==> src/rtl/clk_period_monitor_if.sv <==
// clk_period_monitor_if: signal bundle between a slow-clock source and its period monitor
//   sig_in       monitored slow square wave (source -> monitor)
//   edge_tick    one-cycle pulse per synchronized rising edge
//   period       last measured full period in clk cycles
//   period_valid one-cycle pulse when period updates
//   in_range     last period within tolerance
//   lost         no rising edge for TIMEOUT cycles
//   clr/lost_seen sticky-flag clear and flag, only with CLK_PERIOD_MONITOR_STICKY_EN
interface clk_period_monitor_if;
    logic        sig_in;
    logic        edge_tick;
    logic [31:0] period;
    logic        period_valid;
    logic        in_range;
    logic        lost;
`ifdef CLK_PERIOD_MONITOR_STICKY_EN
    logic        clr;
    logic        lost_seen;
    modport master(output sig_in, clr, input edge_tick, period, period_valid, in_range, lost, lost_seen);
    modport slave(input sig_in, clr, output edge_tick, period, period_valid, in_range, lost, lost_seen);
`else
    modport master(output sig_in, input edge_tick, period, period_valid, in_range, lost);
    modport slave(input sig_in, output edge_tick, period, period_valid, in_range, lost);
`endif
endinterface

==> src/rtl/clk_period_monitor.sv <==
// clk_period_monitor: measures each full period of a slow clock in clk cycles and flags range/loss
//   clk  system clock
//   rst  asynchronous active-high reset
//   bus  clk_period_monitor_if.slave: sig_in in; edge_tick, period, period_valid, in_range, lost out
//   Optional sticky loss/out-of-range flag (bus.clr, bus.lost_seen) with CLK_PERIOD_MONITOR_STICKY_EN
module clk_period_monitor #(
    parameter logic [31:0] EXP_HALF = 32'd50000000,
    parameter logic [31:0] TOL      = 32'd1000,
    parameter logic [31:0] TIMEOUT  = 32'd200000000
) (
    input logic clk,
    input logic rst,
    clk_period_monitor_if.slave bus
);
    typedef enum logic [1:0] {WAIT_FIRST, MEASURE, LOST} state_t;
    localparam logic [31:0] NOM = EXP_HALF << 1;
    localparam logic [31:0] LO  = (NOM < TOL) ? 32'd0 : NOM - TOL;
    localparam logic [31:0] HI  = NOM + TOL;
    state_t      state, state_n;
    logic        s1, s2, s3;
    logic [31:0] cnt;
    logic        rise, report, to_lost;
    assign rise = s2 & ~s3;
    always_ff @(posedge clk or posedge rst)
        if (rst) state <= WAIT_FIRST;
        else state <= state_n;
    // A rise always beats a simultaneous timeout. A rise while lost serves as the
    // reference edge, so the first full period after recovery is reported at the next rise.
    always_comb begin
        state_n = state;
        report  = 1'b0;
        to_lost = 1'b0;
        if (rise) begin
            state_n = MEASURE;
            report  = (state == MEASURE);
        end else if (cnt == TIMEOUT && state != LOST) begin
            state_n = LOST;
            to_lost = 1'b1;
        end
    end
    always_ff @(posedge clk or posedge rst)
        if (rst) begin
            {s1, s2, s3}     <= 3'b000;
            cnt              <= 32'd0;
            bus.edge_tick    <= 1'b0;
            bus.period       <= 32'd0;
            bus.period_valid <= 1'b0;
            bus.in_range     <= 1'b0;
            bus.lost         <= 1'b0;
        end else begin
            {s1, s2, s3}     <= {bus.sig_in, s1, s2};
            cnt              <= rise ? 32'd1 : (&cnt ? cnt : cnt + 32'd1);
            bus.edge_tick    <= rise;
            bus.period_valid <= report;
            if (report) begin
                bus.period   <= cnt;
                bus.in_range <= (cnt >= LO) && (cnt <= HI);
            end
            if (to_lost) begin
                bus.lost     <= 1'b1;
                bus.in_range <= 1'b0;
            end else if (rise) bus.lost <= 1'b0;
        end
`ifdef CLK_PERIOD_MONITOR_STICKY_EN
    // Set has priority over clr.
    always_ff @(posedge clk or posedge rst)
        if (rst) bus.lost_seen <= 1'b0;
        else bus.lost_seen <= (bus.lost || (bus.period_valid && !bus.in_range)) ? 1'b1 :
                              bus.clr ? 1'b0 : bus.lost_seen;
`endif
endmodule
==> src/flat_wrapper.sv <==
// flat-port wrapper written by rule: the top's interface ports become plain ports
module clk_period_monitor_flat 
#(
    parameter logic [31:0] EXP_HALF = 32'd50000000,
    parameter logic [31:0] TOL      = 32'd1000,
    parameter logic [31:0] TIMEOUT  = 32'd200000000
)
  (clk, rst, bus_sig_in, bus_edge_tick, bus_period, bus_period_valid, bus_in_range, bus_lost);
  clk_period_monitor_if bus_i ();
  input logic clk;
  input logic rst;
  input wire logic [$bits(bus_i.sig_in)-1:0] bus_sig_in;
  output wire logic [$bits(bus_i.edge_tick)-1:0] bus_edge_tick;
  output wire logic [$bits(bus_i.period)-1:0] bus_period;
  output wire logic [$bits(bus_i.period_valid)-1:0] bus_period_valid;
  output wire logic [$bits(bus_i.in_range)-1:0] bus_in_range;
  output wire logic [$bits(bus_i.lost)-1:0] bus_lost;
  assign bus_i.sig_in = bus_sig_in;
  assign bus_edge_tick = bus_i.edge_tick;
  assign bus_period = bus_i.period;
  assign bus_period_valid = bus_i.period_valid;
  assign bus_in_range = bus_i.in_range;
  assign bus_lost = bus_i.lost;
  clk_period_monitor #(.EXP_HALF(EXP_HALF), .TOL(TOL), .TIMEOUT(TIMEOUT)) u_core (.clk(clk), .rst(rst), .bus(bus_i));
endmodule
==> config.mk <==
export PLATFORM = sky130hd
export DESIGN_NAME = clk_period_monitor_flat
export DESIGN_NICKNAME = d
export VERILOG_FILES = /design/src/rtl/clk_period_monitor_if.sv /design/src/rtl/clk_period_monitor.sv /design/src/flat_wrapper.sv
export SDC_FILE = /design/constraint.sdc
export NUM_CORES = 1
export LEC_CHECK = 0
export BUFFER_PORTS_ARGS = -buffer_cell sky130_fd_sc_hd__buf_2
export CAP_MARGIN = 25
export CORE_MARGIN = 4
export CORE_UTILIZATION = 45
export DETAILED_ROUTE_END_ITERATION = 10
export PLACE_DENSITY = 0.66
export SLEW_MARGIN = 20
export SYNTH_ARGS = -nofsm -noshare
export SYNTH_HDL_FRONTEND = slang
export SYNTH_SLANG_ARGS = --single-unit
export TNS_END_PERCENT = 5
==> constraint.sdc <==
create_clock -name clk -period 1.9 [get_ports clk]
set_input_delay 0.095 -clock clk [delete_from_list [all_inputs] [get_ports clk]]
set_output_delay 0.095 -clock clk [all_outputs]
set_load 0.005 [all_outputs]
# == Word-level counts from Yosys, hierarchy flattened ==
# Index checks and enable logic that the tools add are counted.
# classes
n_addsub,1
n_lt_le_gt_ge,2
eq_ne,4
mux,11
bitwise,2
reduce_logical,6
# op_table
op,count
2-to-1 mux 32 bit,2
adder 32 x 1 -> 32 bit (second input constant),1
== test 32 x 28 -> 1 bit (second input constant),1
greater-or-equal comparator 32 x 27 -> 1 bit (second input constant),1
<= comparator 32 x 27 -> 1 bit (second input constant),1
AND reduction 32 bit,1
2-to-1 mux 1 bit,7
nonzero test 2 bit,3
2-to-1 mux 2 bit,2
== test 2 x 1 -> 1 bit (second input constant),1
logical AND 1 bit,2
inequality test 2 x 1 -> 1 bit (second input constant),1
inequality test 2 bit (second input constant),1
bitwise AND 1 bit,1
NOT 1 bit,1
# word_totals
reg_bits,73
in_bits,3
output_inout_bits,36
word_cells,36

# == Longest topological paths before layout ==
# Gate-level depths: netlist (run 1).
# depth
depth_word,5
depth_mapped,8

# == Worst setup path after synthesis (run 1) ==
# No wires, ideal clock.
# synth_path
path_type,register to register
start,reg u_core.cnt[1]
end,reg u_core.cnt[1]
setup_ns,0.132
arrival_time_ns,1.944
required_ns,1.768
slack_ns,-0.176
path_stages_with_launch,9
path_buffers,2
period_less_slack_ns,2.076
path_cell_list,dfrtp_1 ha_1 nand3_1 nor4_1 and3_1 clkbuf_1 buf_2 mux2i_1 nor2_1
# synth_via
elab_chain_len,3
elab_cells_between_ends,5
# synth_lines
element,line_no,rtl
from (decl),clk_period_monitor.sv:21,logic [31:0] cnt;
from (signal assigned),clk_period_monitor.sv:52,cnt <= rise ? 32'd1 : (&cnt ? cnt : cnt + 32'd1);
adder 32 x 1 -> 32 bit,clk_period_monitor.sv:52,
2-to-1 mux 32 bit (2 in series),clk_period_monitor.sv:52,
# Several ways; a longest one is shown, not always the timed one. The select of a mux whose other input is x is not followed.
# A chain may end at the register's enable or synchronous reset.

# == Final worst setup path (run 1) ==
# layout_path
start,reg u_core.cnt[4]
end,reg u_core.cnt[5]
# Same word-level chain as after synthesis.

==> results of run 1 <==
## metrics by stage
stage	std cells	utilization (%)
floorplan	331	-
global placement	522	57.5
detailed placement	522	57.5
CTS	540	61.7
global route	540	62.3
finish	540	62.3
## cell families after synthesis
| kind of cell | count (synthesis) | share of synthesized area (%) |
|---|---|---|
| compound gates | 54 | 9.95 |
| fa+ha+maj | 2 | 0.698 |
| simple gates | 124 | 20.8 |
| flops | 73 | 51.0 |
| xor+xnor | 11 | 2.69 |
| mux | 34 | 10.6 |
| buf+inv | 33 | 4.33 |
## sequential cells by signal, indices dropped and copies added (netlist names)
name and count:
u_core.state 2, u_core.s2 1, u_core.bus.period_valid 1, u_core.bus.in_range 1, u_core.cnt 32, u_core.bus.period 32, u_core.bus.edge_tick 1, u_core.bus.lost 1
u_core.s3 1, u_core.s1 1
## worst paths after layout
path                            slack, ns                                to                 startpoint  depth (start not counted)
worst min-delay path                 0.37               u_core.s1$_DFF_PP0_                 bus_sig_in                          2
max in group asynchronous            0.94        u_core.cnt[13]$_DFFE_PP0P_                        rst                          4
worst max-delay path                -0.08         u_core.cnt[5]$_DFFE_PP0P_  u_core.cnt[4]$_DFFE_PP0P_                          5
min in group asynchronous            0.38  u_core.bus.period[5]$_DFFE_PP0P_                        rst                          3
worst min register to register       0.38               u_core.s2$_DFF_PP0_        u_core.s1$_DFF_PP0_                          0
worst max register to register      -0.08         u_core.cnt[5]$_DFFE_PP0P_  u_core.cnt[4]$_DFFE_PP0P_                          5
## Yosys cell counts, types with 2 or more instances
master,number,area share (%)
a21oi_1,18,2.5
a311oi_1,2,0.49
a31oi_1,4,0.70
a41o_1,2,0.56
and2_1,3,0.52
and3_1,3,0.52
and4_1,4,0.98
buf_2,10,1.4
buf_6,2,0.63
clkbuf_1,11,1.2
dfrtp_1,73,51
ha_1,2,0.70
inv_1,8,0.84
mux2_2,32,10
mux2i_1,2,0.56
nand2_1,22,2.3
nand3_1,13,1.8
nand4_1,15,2.6
nor2_1,17,1.8
nor3_1,4,0.56
nor4_1,5,0.87
nor4b_1,3,0.73
nor4bb_1,2,0.56
o211ai_1,2,0.42
o21ai_0,4,0.56
o21ai_1,7,0.98
o31ai_1,8,1.7
or3_1,10,1.7
or4_1,9,1.9
or4_4,2,0.63
or4b_1,2,0.56
xnor2_1,9,2.2
xor2_1,2,0.49
## worst max-delay path, stage by stage (launching register included)
cell     delay [ns]
dfrtp_1        0.42
nand4_1        0.19
or4_4          0.65
o31ai_4        0.36
or3_1          0.18
a21oi_2        0.05
## routing by layer
layer,track usage (%),vias up
met4,8.20,0
met1,27.9,1486
met3,3.16,15
li1,-,1441
met5,0,-
met2,31.7,70
## what timing repair did
item	4_1_cts	5_1_grt
setup endpoints to repair	19	29
gates resized for setup	11	9
hold buffers	2	0
cloned	0	0
endpoints found under the hold margin	29	0
buffers inserted	0	0
pin swaps	3	7
## power breakdown
part	leakage, nW	internal (mW)	total (mW)	switching, mW
sequential	0.992	1.63	1.68	0.0506
clock	0.117	0.879	1.50	0.622
combinational	1.18	0.226	0.464	0.239
## area by class of cell
type,instances,share of cell area (%)
multi-input cells,225,36.6
repair buffers,116,17.1
clock buffers,10,2.65
well taps,102,2.65
clock inverters,6,2.39
flip-flops and latches,73,38.0
inverters,8,0.701
==> out/qor.yml, run 1 <==
finish:
  regArea_sq_um: 1830
  fillers: 607
  post-route-cell-area_sq_um: 4820
  multiInputGateArea_sq_um: 1760
  drive_gt1_share_pct: 43.6
  syn2layout_area_growth_pct: 34.3
  antenna_cells: 0
  final_cell_mix: "72 x buf_4, 72 x dfrtp_1, 38 x buf_2, 32 x mux2_2, 22 x nand2_1"
  final_nets: 438
timing:
  timing.final.hold_violations: 0
  setup-violations-final: 10
  slew_violations: 0
  timing.hold.ws_ns: 0.374
  setup_slack_ns: -0.0782
  period_minus_slack_ns: 1.98
  fmax_ghz: 0.505
  grt_setup_unrepaired: "true"
  tightest_slew_ns: 0.695
  relSlewSlack_pct: 53.6
  period_share_pct: 104
  tns_ns: -0.466
  fin_skew_ns: 0.0137
clocking:
  clk_latency_ns: 0.36
  cts_tree: "yes"
  cts.sink_count: 73
  clock_path_buffers: 2
  cts_buffers: 9
  cts_max_level: 3
  ctsRootBufferMaster: "clkbuf_8"
  path_clk_slew_ns: 0.08
logic_synthesis:
  synth_area_sq_um: 3580
  ys_warn_count: 0
  ys_types: 52
  syn-num-nets: 336
  synthArstFlopShare_pct: 100
  ys_ff_latch: 73
  synthFlopType: "dfrtp_1"
  synthCells: 331
  syn_avg_cell_area_sq_um: 10.8
  synth-seq-area-share_pct: 51.0
  synth_edf_count: 0
floorplan:
  die_h_microns: 97.3
  coreArea_sq_um: 7730
  dieArea_sq_um: 9460
  rows: 32
  io_pins: 39
  dieWidth_microns: 97.3
  start_util_pct: 46.4
place:
  pre_cts_ws_ns: -0.111
  place_congestion: 0.833
  place_area_sq_um: 4440
  numPortBuffers: 38
  dp_hpwl_microns: 6580
status:
  violations: "setup timing"
  status: "finished, violations left"
critical_path:
  cp.required_ns: 2.13
  crit_path_start_kind: "register"
  crit_fanout: 8
  cp-end-kind: "register"
  criticalPathCategory: "reg -> reg"
  crit_arrival_ns: 2.21
route:
  vias: 3012
  wl_met2_microns: 4160
  totalWireLength_microns: 9010
  post-route-drc-count: 0
  ant_nets: 0
  drt-met1-wl_microns: 4290
  wl_met3_microns: 355
  dr.pass1.iters: 4
  drt_iter0_drc: 179
  routed.top_layer: "met4"
  routed_via_density: 5.58
  wl_per_cell_microns: 16.7
worst_hold_path:
  hp-class: "in -> reg"
pwr:
  p_leak_nw: 2.29
  p_total_mw: 3.64
  peakVddDrop_v: 0.000499
  powerDensity_nw_per_um2: 757
global_routing:
  grt_remaining_overflow: 0
  grt_pass1_wl_microns: 15400
  grt_pass1_vias: 3098
  antenna_found_initial: 0
  track_usage_pct: 20.1
  grt_max_degree: 32
flow_run:
  maxCapViolCount: 0
Note: power is estimated with default switching activity, not from simulation.
==> run 2, diff against run 1 <==
--- a/config.mk
+++ b/config.mk
@@ -7,10 +7,13 @@
 export LEC_CHECK = 0
 export BUFFER_PORTS_ARGS = -buffer_cell sky130_fd_sc_hd__buf_2
 export CAP_MARGIN = 25
+export CORE_ASPECT_RATIO = 1.4
 export CORE_MARGIN = 4
 export CORE_UTILIZATION = 45
+export CTS_CLUSTER_SIZE = 16
 export DETAILED_ROUTE_END_ITERATION = 10
 export PLACE_DENSITY = 0.66
+export SETUP_SLACK_MARGIN = 0.4
 export SLEW_MARGIN = 20
 export SYNTH_ARGS = -nofsm -noshare
 export SYNTH_HDL_FRONTEND = slang
==> run 2 against run 1 <==
Against the previous run:
- the flow still finishes with violations (setup timing)
- clock skew down 0.0057 ns
- sequential share of layout area down 2.4 points
- first-iteration DRC count down 20%
- clock power down 21%
- core utilization up 4.0 points
- wire length up 11%
- total power down 4.6%
- highest routed layer unchanged
==> out/qor.yml, run 2 (synthesized netlist as in run 1, its figures left out) <==
status:
  status: "finished, violations left"  # unchanged
  violations: "setup timing"  # unchanged
critical_path:
  worst-path-buf-inv: 0  # unchanged
  r2r_start: "u_core.cnt[18]$_DFFE_PP0P_"  # was u_core.cnt[4]$_DFFE_PP0P_
  critPathMaxStageDelay_ns: 0.55  # was 0.65 ns
  crit_fanout: 6  # was 8
  r2r_setup_slack_ns: -0.08  # about the same
  cp-startpoint: "u_core.cnt[18]$_DFFE_PP0P_"  # was u_core.cnt[4]$_DFFE_PP0P_
  r2r_end: "u_core.cnt[29]$_DFFE_PP0P_"  # was u_core.cnt[5]$_DFFE_PP0P_
  ff2ff_path_depth: 5  # unchanged
  cp-end-kind: "register"  # unchanged
  worstPathCellList: "and3_4 -> nand4_1 -> or4_4 -> or4_1 -> a21oi_1"  # was nand4_1 -> or4_4 -> o31ai_4 -> or3_1 -> a21oi_2
  criticalPathCategory: "reg -> reg"  # unchanged
  cpMaxStageDelayCell: "or4_4"  # unchanged
  crit_path_start_kind: "register"  # unchanged
  cp_top_family: "simple AND/OR/NAND/NOR gates"  # unchanged
  cp.required_ns: 2.19  # was 2.13 ns
  crit_arrival_ns: 2.27  # was 2.21 ns
timing:
  period_minus_slack_ns: 1.98  # about the same
  period_share_pct: 104  # about the same
  relSlewSlack_pct: 69.5  # was 53.6%
  setup-violations-final: 13  # was 10
  timing.final.hold_violations: 0  # unchanged
  fmax_ghz: 0.505  # about the same
  tightest_slew_ns: 0.457  # was 0.695 ns
  grt_setup_unrepaired: "true"  # unchanged
  setup_slack_ns: -0.0785  # was -0.0782 ns
  fin_skew_ns: 0.00802  # was 0.0137 ns
  slew_violations: 0  # unchanged
floorplan:
  dieArea_sq_um: 9480  # was 9460 sq um
  io_pins: 39  # unchanged
  die_h_microns: 114  # was 97.3 microns
  dieWidth_microns: 83.4  # was 97.3 microns
  rows: 38  # was 32
  start_util_pct: 46.3  # was 46.4%
  coreArea_sq_um: 7750  # was 7730 sq um
pwr:
  combPwrFrac_pct: 17.3  # was 12.7%
  power_frac_clock_pct: 34.0  # was 41.2%
  switchingPower_uw: 911  # about the same
  internal_power_mw: 2.57  # was 2.73 mW
  sw_frac_of_total_pct: 26.2  # was 25.0%
  powerDensity_nw_per_um2: 676  # was 757 nW/um^2
  p_leak_nw: 2.45  # was 2.29 nW
  p_seq_share_pct: 48.7  # was 46.1%
  peakVddDrop_v: 0.000476  # was 0.000499 V
finish:
  antenna_cells: 0  # unchanged
  drive_gt1_share_pct: 50.0  # was 43.6%
  final_cell_mix: "89 x buf_4, 72 x dfrtp_1, 38 x buf_2, 30 x mux2_4, 22 x nand2_1"  # was 72 x buf_4, 72 x dfrtp_1, 38 x buf_2, 32 x mux2_2, 22 x nand2_1
  regArea_sq_um: 1830  # unchanged
  reg_top3: "u_core.bus.period x32, u_core.cnt x32, u_core.state x2"  # unchanged
  final_nets: 458  # was 438
  multiInputGateArea_sq_um: 1970  # was 1760 sq um
  post-route-cell-area_sq_um: 5140  # was 4820 sq um
  syn2layout_area_growth_pct: 43.5  # was 34.3%
  fillers: 587  # was 607
  instances_no_fill: 558  # was 540
  final_common_cell: "buf_4"
route:
  drt_iter0_drc: 143  # was 179
  totalWireLength_microns: 10000  # was 9010 microns
  wl_per_cell_microns: 18.0  # was 16.7 microns
  routed_via_density: 5.72  # was 5.58
  ant_nets: 0  # unchanged
  dr.pass1.iters: 4  # unchanged
  post-route-drc-count: 0  # unchanged
  vias: 3191  # was 3012
clocking:
  cts_buffers: 9  # unchanged
  cts.sink_count: 73  # unchanged
  path_clk_slew_ns: 0.08  # about the same
  clk_latency_ns: 0.36  # about the same
  cts_max_level: 3  # unchanged
  cts_tree: "yes"  # unchanged
  clock_path_buffers: 2  # unchanged
  ctsRootBufferMaster: "clkbuf_8"  # unchanged
worst_hold_path:
  hp-class: "in -> async"  # was in -> reg
global_routing:
  antenna_found_initial: 0  # unchanged
  track_usage_pct: 22.2  # was 20.1%
  grt_pass1_vias: 3280  # was 3098
  grt_use_met3_pct: 4.41  # was 3.16%
  grt_use_met1_pct: 26.0  # was 27.9%
  grt_remaining_overflow: 0  # unchanged
  grt-busiest-layer: "met2"  # unchanged
  grt_max_degree: 43  # was 32
  grt_util_met2_pct: 37.7  # was 31.7%
  grt_pass1_wl_microns: 16700  # was 15400 microns
place:
  numPortBuffers: 38  # unchanged
  place_area_sq_um: 4490  # was 4440 sq um
  place_congestion: 0.875  # was 0.833
  dp_hpwl_microns: 6810  # was 6580 microns
  pre_cts_ws_ns: -0.179  # was -0.111 ns
  place_inst: 526  # was 522
flow_run:
  maxCapViolCount: 0  # unchanged
-- run 2: cell types whose count changed in the layout (fill, tap and decap cells not counted), sizes merged --
cell | previous run | this run
bufinv | 3 | 0
clkbuf | 10 | 15
inv | 8 | 7
clkinvlp | 2 | 1
buf | 114 | 133
clkinv | 1 | 2
-- run 2: worst min-delay path: stages --
cell	delay (ns)
dlygate4sd3_1	0.53
buf_2	0.13
clkinvlp_4	0.27
-- run 2: per-stage QoR --
step                      TNS [ns]  power, mW  util [%]  hold WS [ns]
after floorplan             -0.107       1.99         -         0.126
after global placement      -0.468       2.22      57.9        0.0864
after detailed placement     -1.06       2.23      57.9        0.0999
after CTS                   -0.294       3.50      64.7         0.270
after global routing         -2.16       3.64      66.4         0.281
final                       -0.540       3.48      66.4         0.269
-- run 2: timing repair --
action | in CTS | in global routing
endpoints found under the setup margin | 68 | 68
buffers inserted | 11 | 2
pin swaps | 25 | 24
hold buffers | 2 | 0
gates cloned | 0 | 1
endpoints found under the hold margin | 13 | 0
resized for setup | 54 | 21
-- run 2: worst max path at each step --
| stage | cells after the start | slack [ns] | endpoint |
|---|---|---|---|
| after floorplan | 6 | -0.03 | u_core.cnt[22]$_DFFE_PP0P_ |
| after global placement | 6 | -0.13 | u_core.bus.in_range$_DFFE_PP0P_ |
| after detailed placement | 6 | -0.18 | u_core.bus.in_range$_DFFE_PP0P_ |
| after CTS | 5 | -0.07 | u_core.cnt[29]$_DFFE_PP0P_ |
| after global routing | 6 | -0.15 | u_core.cnt[9]$_DFFE_PP0P_ |
| final | 5 | -0.08 | u_core.cnt[29]$_DFFE_PP0P_ |
-- run 2: final cells by class --
type                            instances  area share (%)
Sequential cell                        73            35.5
Tap cell                              100            2.43
Clock buffer                           14            3.55
Timing Repair Buffer                  136            19.3
Clock inverter                          2           0.195
Multi-Input combinational cell        225            38.3
Inverter                                8           0.657
-- run 2: power groups by stage --
stage / clock [mW] / sequential [mW] / combinational, mW
2_1_floorplan: 0 / 1.70 / 0.288
3_3_place_gp: 0 / 1.71 / 0.502
3_5_place_dp: 0 / 1.72 / 0.512
4_1_cts: 1.21 / 1.68 / 0.604
5_1_grt: 1.28 / 1.70 / 0.657
6_report: 1.18 / 1.69 / 0.602
-- run 2: layer usage --
metal,wire length (microns),vias up
li1,-,1479
met1,3880,1592
met2,5290,89
met3,464,31
met4,397,0
met5,0,-
==> run 3, diff against run 2 <==
--- a/config.mk
+++ b/config.mk
@@ -12,7 +12,7 @@
 export CORE_UTILIZATION = 45
 export CTS_CLUSTER_SIZE = 16
 export DETAILED_ROUTE_END_ITERATION = 10
-export PLACE_DENSITY = 0.66
+export PLACE_DENSITY = 0.63
 export SETUP_SLACK_MARGIN = 0.4
 export SLEW_MARGIN = 20
 export SYNTH_ARGS = -nofsm -noshare
==> run 3 against run 2 <==
Against the previous run:
- the flow still finishes with violations (setup timing)
- via count shrank 5.2%
- global-route usage down 1.4 points
- register-to-register slack worse by 0.04 ns
- total power decreased by 1.3%
- combinational power is 15% lower
- cell area decreased by 7.1%
- critical path type unchanged
==> out/qor.yml, run 3 (synthesized netlist as in run 1, its figures left out) <==
timing:
  setup_slack_ns: -0.114  # was -0.0785 ns
  fmax_ghz: 0.497  # was 0.505 GHz
  grt_setup_unrepaired: "true"  # unchanged
  relSlewSlack_pct: 65.3  # was 69.5%
  fin_skew_ns: 0.00791  # was 0.00802 ns
  period_minus_slack_ns: 2.01  # was 1.98 ns
  setup-violations-final: 10  # was 13
  slew_violations: 0  # unchanged
  period_share_pct: 106  # was 104%
  timing.final.hold_violations: 0  # unchanged
  tightest_slew_ns: 0.507  # was 0.457 ns
route:
  post-route-drc-count: 0  # unchanged
  drt_iter0_drc: 192  # was 143
  dr.pass1.iters: 4  # unchanged
  totalWireLength_microns: 9120  # was 10000 microns
  wl_per_cell_microns: 16.9  # was 18.0 microns
  routed_via_density: 5.60  # was 5.72
  ant_nets: 0  # unchanged
  vias: 3025  # was 3191
finish:
  final_common_cell: "buf_4"  # unchanged
  final_nets: 441  # was 458
  final_util_pct: 61.7  # was 66.4%
  drive_gt1_share_pct: 45.2  # was 50.0%
  fillers: 641  # was 587
  final_cell_mix: "73 x buf_4, 71 x dfrtp_1, 38 x buf_2, 32 x mux2_2, 22 x nand2_1"  # was 89 x buf_4, 72 x dfrtp_1, 38 x buf_2, 30 x mux2_4, 22 x nand2_1
  syn2layout_area_growth_pct: 33.4  # was 43.5%
  reg_top3: "u_core.bus.period x32, u_core.cnt x32, u_core.state x2"  # unchanged
  antenna_cells: 0  # unchanged
floorplan:
  io_pins: 39  # unchanged
  dieArea_sq_um: 9480  # unchanged
  coreArea_sq_um: 7750  # unchanged
  dieWidth_microns: 83.4  # unchanged
  rows: 38  # unchanged
  die_h_microns: 114  # unchanged
  start_util_pct: 46.3  # unchanged
global_routing:
  grt_max_degree: 74  # was 43
  grt_pass1_wl_microns: 15600  # was 16700 microns
  grt_pass1_vias: 3211  # was 3280
  track_usage_pct: 20.8  # was 22.2%
  grt_remaining_overflow: 0  # unchanged
  antenna_found_initial: 0  # unchanged
pwr:
  powerDensity_nw_per_um2: 718  # was 676 nW/um^2
  peakVddDrop_v: 0.000446  # was 0.000476 V
  p_leak_nw: 2.28  # was 2.45 nW
  p_total_mw: 3.43  # was 3.48 mW
clocking:
  cts_buffers: 9  # unchanged
  clk_latency_ns: 0.35  # was 0.36 ns
  path_clk_slew_ns: 0.07  # was 0.08 ns
  ctsRootBufferMaster: "clkbuf_8"  # unchanged
  cts_max_level: 3  # unchanged
  clock_path_buffers: 2  # unchanged
  cts.sink_count: 73  # unchanged
  cts_tree: "yes"  # unchanged
critical_path:
  crit_fanout: 5  # was 6
  cp.required_ns: 2.14  # was 2.19 ns
  critPathMaxStageDelay_ns: 0.67  # was 0.55 ns
  crit_arrival_ns: 2.25  # was 2.27 ns
  worstPathCellList: "nand4_1 -> or4_4 -> nor4_4 -> a31oi_1 -> a41o_1"  # was and3_4 -> nand4_1 -> or4_4 -> or4_1 -> a21oi_1
  criticalPathCategory: "reg -> reg"  # unchanged
  crit_path_start_kind: "register"  # unchanged
  cpMaxStageDelayCell: "or4_4"  # unchanged
  cp-end-kind: "register"  # unchanged
place:
  place_congestion: 0.960  # was 0.875
  dp_hpwl_microns: 6710  # was 6810 microns
  numPortBuffers: 38  # unchanged
flow_run:
  maxCapViolCount: 0  # unchanged
status:
  violations: "setup timing"  # unchanged
  status: "finished, violations left"  # unchanged
worst_hold_path:
  hp-class: "reg -> reg"  # was in -> async
run 3: layer usage:
layer  part of all wire, %  routed length (microns)  track usage, %  up-vias
met3                   2.9                      261            4.05       20
met1                    42                     3800            24.0     1513
met4                   2.8                      258            9.98        0
met5                     0                        0               0        -
met2                    53                     4800            37.0       59
li1                      -                        -               -     1433
run 3: critical path, delay by kind of cell (launching register included):
family	cells	cell delay (ns)
DFF	1	0.44
AOI/OAI and AO/OA	2	0.35
and+or+nand+nor	3	1.11
run 3: area by class of cell:
| class | count | area [sq um] | share of cell area, % |
|---|---|---|---|
| sequential | 73 | 1830 | 38.3 |
| multi-input combinational | 225 | 1750 | 36.7 |
| clock buffer | 12 | 155 | 3.25 |
| clock inverter | 3 | 40.0 | 0.837 |
| inverter | 8 | 33.8 | 0.707 |
| tap | 100 | 125 | 2.62 |
| timing repair buffer | 119 | 843 | 17.6 |
run 3: final timing paths:
check / startpoint / endpoint / slack, ns / cells after the start
worst min register to register: u_core.s1$_DFF_PP0_ / u_core.s2$_DFF_PP0_ / 0.35 / 0
min in group asynchronous: rst / u_core.bus.period[14]$_DFFE_PP0P_ / 0.39 / 4
max in group asynchronous: rst / u_core.state[1]$_DFFE_PP0P_ / 1.19 / 4
worst max-delay path: u_core.cnt[8]$_DFFE_PP0P_ / u_core.cnt[30]$_DFFE_PP0P_ / -0.11 / 5
worst min-delay path: u_core.s1$_DFF_PP0_ / u_core.s2$_DFF_PP0_ / 0.35 / 0
worst max register to register: u_core.cnt[8]$_DFFE_PP0P_ / u_core.cnt[30]$_DFFE_PP0P_ / -0.11 / 5
run 3: per-stage QoR:
| step | hold WS [ns] | instances | setup WS, ns | setup TNS [ns] | cell area [sq um] |
|---|---|---|---|---|---|
| 2_1_floorplan | 0.126 | 331 | -0.0289 | -0.107 | 3670 |
| 3_3_place_gp | 0.203 | 522 | -0.165 | -0.275 | 4460 |
| 3_5_place_dp | 0.205 | 522 | -0.150 | -0.494 | 4460 |
| 4_1_cts | 0.354 | 539 | -0.0691 | -0.321 | 4750 |
| 5_1_grt | 0.374 | 540 | -0.213 | -2.19 | 4780 |
| 6_report | 0.351 | 540 | -0.114 | -0.614 | 4780 |
run 3: power breakdown:
part	total (mW)	switching, mW	internal (mW)	leakage, nW
sequential	1.69	0.0561	1.63	0.990
clock	1.23	0.564	0.667	0.102
combinational	0.513	0.248	0.265	1.19
run 3: repair_timing:
action	CTS	global route
endpoints found under the hold margin	74	0
gates resized for setup	16	8
buffers inserted	0	1
hold buffers	2	0
setup endpoints to repair	68	68
pin swaps	11	12
